<file path="src/rtl/axi_write_arbiter.sv">
// axi_write_arbiter
//   Two-master to one-slave AXI write arbiter. One write transaction is in
//   flight at a time. A four-state FSM walks IDLE -> AW -> W -> B. Arbitration
//   is round-robin on the last completed grant; after reset master 0 wins a tie.
//   The beat counter is loaded from awlen, so s_wlast is generated locally
//   rather than forwarded from the master.
//
//   Ports (master vectors: master 0 in the low slice, master 1 in the high slice)
//     aclk, areset                      clock, async active-high reset
//     m_aw{addr,len,valid} / m_awready  master address channels (32b/4b each)
//     m_w{data,strb,valid} / m_wready   master data channels (32b/4b each)
//     m_b{resp,valid} / m_bready        master response channels
//     s_aw{id,addr,len,valid}/s_awready slave address channel
//     s_w{data,strb,last,valid}/s_wready slave data channel
//     s_b{resp,valid} / s_bready        slave response channel
//     grant                             one-hot owner, 0 while idle
//   Optional (define AXI_WARB_STATS_EN):
//     grant_cnt0, grant_cnt1            saturating per-master grant counters
module axi_write_arbiter (
    input  logic        aclk,
    input  logic        areset,
    input  logic [63:0] m_awaddr,
    input  logic [7:0]  m_awlen,
    input  logic [1:0]  m_awvalid,
    output logic [1:0]  m_awready,
    input  logic [63:0] m_wdata,
    input  logic [7:0]  m_wstrb,
    input  logic [1:0]  m_wvalid,
    output logic [1:0]  m_wready,
    output logic [3:0]  m_bresp,
    output logic [1:0]  m_bvalid,
    input  logic [1:0]  m_bready,
    output logic [3:0]  s_awid,
    output logic [31:0] s_awaddr,
    output logic [3:0]  s_awlen,
    output logic        s_awvalid,
    input  logic        s_awready,
    output logic [31:0] s_wdata,
    output logic [3:0]  s_wstrb,
    output logic        s_wlast,
    output logic        s_wvalid,
    input  logic        s_wready,
    input  logic [1:0]  s_bresp,
    input  logic        s_bvalid,
    output logic        s_bready,
    output logic [1:0]  grant
`ifdef AXI_WARB_STATS_EN
    ,
    output logic [15:0] grant_cnt0,
    output logic [15:0] grant_cnt1
`endif
);

    typedef enum logic [1:0] {IDLE, AW, W, B} state_t;

    state_t     state;
    logic       g;        // granted master index, meaningful while grant != 0
    logic       last;     // master granted by the last completed transaction
    logic [3:0] cnt;      // beats remaining after the current one
    logic       win;

    // Tie goes to the master that did not finish last; reset leaves last=1 so
    // master 0 wins the first tie.
    always_comb win = (&m_awvalid) ? ~last : m_awvalid[1];

    wire aw_hs = s_awvalid & s_awready;
    wire w_hs  = s_wvalid & s_wready;
    wire b_hs  = s_bvalid & s_bready;

    wire [3:0] sel_awlen = g ? m_awlen[7:4] : m_awlen[3:0];

    always_ff @(posedge aclk or posedge areset) begin
        if (areset) begin
            state <= IDLE;
            g     <= 1'b0;
            last  <= 1'b1;
            cnt   <= 4'd0;
            grant <= 2'b00;
        end else begin
            case (state)
                IDLE: if (|m_awvalid) begin
                    g     <= win;
                    grant <= win ? 2'b10 : 2'b01;
                    state <= AW;
                end
                AW: if (aw_hs) begin
                    cnt   <= sel_awlen;
                    state <= W;
                end
                W: if (w_hs) begin
                    if (cnt == 4'd0) state <= B;
                    else             cnt   <= cnt - 4'd1;
                end
                B: if (b_hs) begin
                    last  <= g;
                    grant <= 2'b00;
                    state <= IDLE;
                end
                default: state <= IDLE;
            endcase
        end
    end

    // Channel muxing. Data fields follow the grant; valids/readies are only
    // opened in their own state so a stale grant can never leak a handshake.
    always_comb begin
        m_awready = 2'b00;
        m_wready  = 2'b00;
        m_bvalid  = 2'b00;
        m_bresp   = 4'd0;
        s_awid    = 4'd0;
        s_awaddr  = 32'd0;
        s_awlen   = 4'd0;
        s_awvalid = 1'b0;
        s_wdata   = 32'd0;
        s_wstrb   = 4'd0;
        s_wlast   = 1'b0;
        s_wvalid  = 1'b0;
        s_bready  = 1'b0;
        if (|grant) begin
            s_awid   = {3'b000, g};
            s_awaddr = g ? m_awaddr[63:32] : m_awaddr[31:0];
            s_awlen  = sel_awlen;
            s_wdata  = g ? m_wdata[63:32] : m_wdata[31:0];
            s_wstrb  = g ? m_wstrb[7:4] : m_wstrb[3:0];
        end
        case (state)
            AW: begin
                s_awvalid   = 1'b1;
                m_awready[g] = s_awready;
            end
            W: begin
                s_wvalid    = m_wvalid[g];
                s_wlast     = (cnt == 4'd0);
                m_wready[g] = s_wready;
            end
            B: begin
                s_bready    = m_bready[g];
                m_bvalid[g] = s_bvalid;
                m_bresp     = g ? {s_bresp, 2'b00} : {2'b00, s_bresp};
            end
            default: ;
        endcase
    end

`ifdef AXI_WARB_STATS_EN
    // Counted on the IDLE->AW transition, saturating.
    always_ff @(posedge aclk or posedge areset) begin
        if (areset) begin
            grant_cnt0 <= 16'd0;
            grant_cnt1 <= 16'd0;
        end else if (state == IDLE && (|m_awvalid)) begin
            if (win) begin
                if (grant_cnt1 != 16'hFFFF) grant_cnt1 <= grant_cnt1 + 16'd1;
            end else begin
                if (grant_cnt0 != 16'hFFFF) grant_cnt0 <= grant_cnt0 + 16'd1;
            end
        end
    end
`endif

endmodule
</file>
<file path="config.mk">
export PLATFORM = sky130hd
export DESIGN_NAME = axi_write_arbiter
export DESIGN_NICKNAME = d
export VERILOG_FILES = /design/src/rtl/axi_write_arbiter.sv
export SDC_FILE = /design/constraint.sdc
export NUM_CORES = 1
export LEC_CHECK = 0
export CAP_MARGIN = 20
export CORE_AREA = 2 2 96 98
export DETAILED_ROUTE_END_ITERATION = 6
export DIE_AREA = 0 0 98 100
export HOLD_SLACK_MARGIN = 0.12
export PLACE_DENSITY_LB_ADDON = 0.3
export SLEW_MARGIN = 20
export SYNTH_ARGS = -nofsm -noshare
export SYNTH_HDL_FRONTEND = slang
export SYNTH_SLANG_ARGS = --single-unit
</file>
<file path="constraint.sdc">
create_clock -name aclk -period 2.9 [get_ports aclk]
set_input_delay 0.58 -clock aclk [delete_from_list [all_inputs] [get_ports aclk]]
set_output_delay 0.58 -clock aclk [all_outputs]
set_load 0.005 [all_outputs]
</file>
==> impl_metrics.env <==
export IMPL_status="finished clean"
export IMPL_hold_class="flop to flop"
export IMPL_routedWlPerCell_um=15.44
export IMPL_synth_cells=252
export IMPL_slowest_stage="dfrtp_4"
export IMPL_p_comb_frac=0.841
export IMPL_port_buffer_count=245
export IMPL_post_cts_buffers=0
export IMPL_critPathTopFamily="buffers and inverters"
export IMPL_path_max_fanout=25
export IMPL_final_util=0.5085
export IMPL_synth_area_um2=1877
export IMPL_row_count=35
export IMPL_drc=0
export IMPL_antenna_cells=0
export IMPL_critical_path_cell_chain="buf_4 > mux2i_1 > nor2_1 > clkdlybuf4s50_1"
export IMPL_slew_viol_final=0
export IMPL_pre_cts_slack_ns=0.4382
export IMPL_grt_max_degree=71
export IMPL_fin_total_pwr_mw=3.408
export IMPL_peakVddDrop_mv=0.7086
export IMPL_htree_levels=1
export IMPL_synth_top_family_by_area="multiplexers"
export IMPL_path_clk_slew_ns=0.05
export IMPL_core_um2=8890
export IMPL_cts_root_buf="clkbuf_8"
export IMPL_antenna_found_initial=0
export IMPL_grt_usage=0.1701
export IMPL_fp_dieW_um=98
export IMPL_clk_latency_ns=0.24
export IMPL_synth_ff_type="dfrtp_1"
export IMPL_setup_viol=0
export IMPL_path_buf_inv=2
export IMPL_yosys_area_share_simple=0.2627
export IMPL_skew_ns=0.003632
export IMPL_grt_overflow=0
export IMPL_power_density_nw_per_um2=753.9
export IMPL_cp_arrival_ns=2.03
export IMPL_yosysSeqAreaShare=0.1340
export IMPL_layout_commonest_cell="clkdlybuf4s50_1"
export IMPL_muxShareOfSynthArea=0.4133
export IMPL_tns_ns=0
export IMPL_multi_input_area_um2=1506
export IMPL_drtAntennaViolNets=0
export IMPL_regArea_um2=255.2
export IMPL_finalWeightedCongestion=0.8359
export IMPL_cts_buffer_depth=2
export IMPL_finalCriticalPeriod_ns=2.605
export IMPL_die_y_um=100
export IMPL_end_kind="output port"
export IMPL_drv_cap=0
export IMPL_period_share=0.8984
export IMPL_pwr_share_clk=0.052
export IMPL_worst_slack_ns=0.2947
export IMPL_ys_types=34
export IMPL_crit_required_ns=2.32
export IMPL_yosys_area_share_xor_xnor=0
export IMPL_grt_setup_unrepaired="no"
export IMPL_cts_buffers=3
export IMPL_post_cts_resized=0
export IMPL_crit_path_start_kind="flop"
export IMPL_grt_pass1_wl_um=13660
export IMPL_num_vias=2622
export IMPL_dieArea_um2=9800
export IMPL_p_sw_frac=0.3994
export IMPL_dr_pass1_iters=4
export IMPL_p_int_mw=2.047
export IMPL_p_seq_frac=0.107
export IMPL_ys_ff_latch=10
export IMPL_fin_nets=652
export IMPL_final_cell_mix="245 x clkdlybuf4s50_1, 75 x nor2_1, 73 x mux2i_1"
export IMPL_hold_buffers=0
export IMPL_grt_pass1_vias=2530
export IMPL_slowest_delay_ns=0.65
export IMPL_fmax_mhz=383.8
export IMPL_dpl_hpwl_um=7652
export IMPL_via_per_inst=4.377
export IMPL_start_util=0.2111
export IMPL_cts_tree="built"
export IMPL_synth_area_per_cell_um2=7.448
export IMPL_switchingPower_mw=1.361
export IMPL_worst_slew_pin_slew_ns=0.4934
export IMPL_area_delta_synth_final_pct=140.9
export IMPL_synth_compound_area_frac=0.07667
export IMPL_final_hold_violation_count=0
export IMPL_worstSetupPathType="flop to output port"
export IMPL_slew_headroom=0.6681
export IMPL_synth_edf_count=0
export IMPL_routed_wl_um=9251
export IMPL_leakage_nw=1.895
export IMPL_ios=249
export IMPL_drt_iter0_markers=61
export IMPL_drive_gt1_frac=0.05328
export IMPL_clock_sinks=10
export IMPL_fillerInstances=872
export IMPL_yosys_warnings=0
export IMPL_synthAdderAreaFrac=0.04000
export IMPL_synthArstFlopShare=1.000
[worst paths after layout]
path | cells after the start | startpoint | slack (ns) | end
setup reg to reg | 6 | state[0] | 0.78 | cnt[2]
max in group asynchronous | 2 | areset | 1.96 | last
setup / recovery | 4 | g | 0.29 | s_wdata[1]
hold / removal | 2 | cnt[3] | 0.56 | cnt[3]
hold reg to reg | 2 | cnt[3] | 0.56 | cnt[3]
min in group asynchronous | 2 | areset | 0.62 | state[0]
[metal layers]
| layer | global-route usage | vias to the layer above | routed length [um] |
|---|---|---|---|
| met1 | 0.2054 | 1154 | 3651 |
| met3 | 0.03691 | 20 | 741 |
| met4 | 0.05983 | 0 | 264 |
| met5 | 0 | - | 0 |
| met2 | 0.2987 | 124 | 4594 |
| li1 | - | 1324 | - |
[layout make-up]
class                   count  share of cell area
clock buffers               4             0.01218
inverters                   8            0.006643
multi-input cells         215              0.3332
flip-flops and latches     10             0.05646
well taps                 111             0.03072
repair buffers            251              0.5608
[power by group through the flow]
stage | Sequential (mW) | Clock, mW | Combinational [mW]
final | 0.364 | 0.178 | 2.87
after floorplan | 0.271 | 0 | 1.43
after global routing | 0.378 | 0.182 | 3.10
after global placement | 0.364 | 0 | 2.86
after CTS | 0.366 | 0.178 | 2.90
after detailed placement | 0.368 | 0 | 2.89
[kinds of logic after synthesis]
group                    count (synthesis)
adder cells (fa/ha/maj)                  6
multiplexers                            77
AO/OA/AOI/OAI                           18
flip-flops                              10
other                                    1
buffers and inverters                   29
AND/OR/NAND/NOR                        111
[cell usage after synthesis, drive strengths merged (2+ instances only)]
| master | instances | area (um^2) |
|---|---|---|
| nor2 | 76 | 285.3 |
| mux2i | 73 | 730.7 |
| buf | 12 | 70.07 |
| clkbuf | 9 | 33.78 |
| dfrtp | 9 | 225.2 |
| nand2 | 9 | 33.78 |
| inv | 8 | 30.03 |
| ha | 6 | 75.07 |
| a21oi | 5 | 25.02 |
| and2 | 5 | 31.28 |
| and3 | 5 | 31.28 |
| nor2b | 5 | 31.28 |
| mux2 | 4 | 45.04 |
| nor4 | 3 | 18.77 |
| o22ai | 3 | 18.77 |
| a2111oi | 2 | 30.03 |
| nor3b | 2 | 20.02 |
| o21a | 2 | 22.52 |
| or2 | 2 | 12.51 |
[sequential cells by signal, summed over array words and instances, names as in the netlist]
register and count:
g 1, last 1, state 2, grant 2, cnt 4
[per-stage QoR]
stage	std cells	hold slack, ns	instance area (um^2)
final	599	0.5639	4521
after detailed placement	595	0.5619	4466
after global placement	595	0.5470	4466
after global routing	599	0.5825	4521
after floorplan	254	0.4195	1884
after CTS	599	0.5680	4521
[tightest hold or removal path, stage by stage (launching register included)]
cell     delay, ns
dfrtp_1       0.40
nand2_1       0.07
o22ai_1       0.05
(Power assumes the default switching activity.)
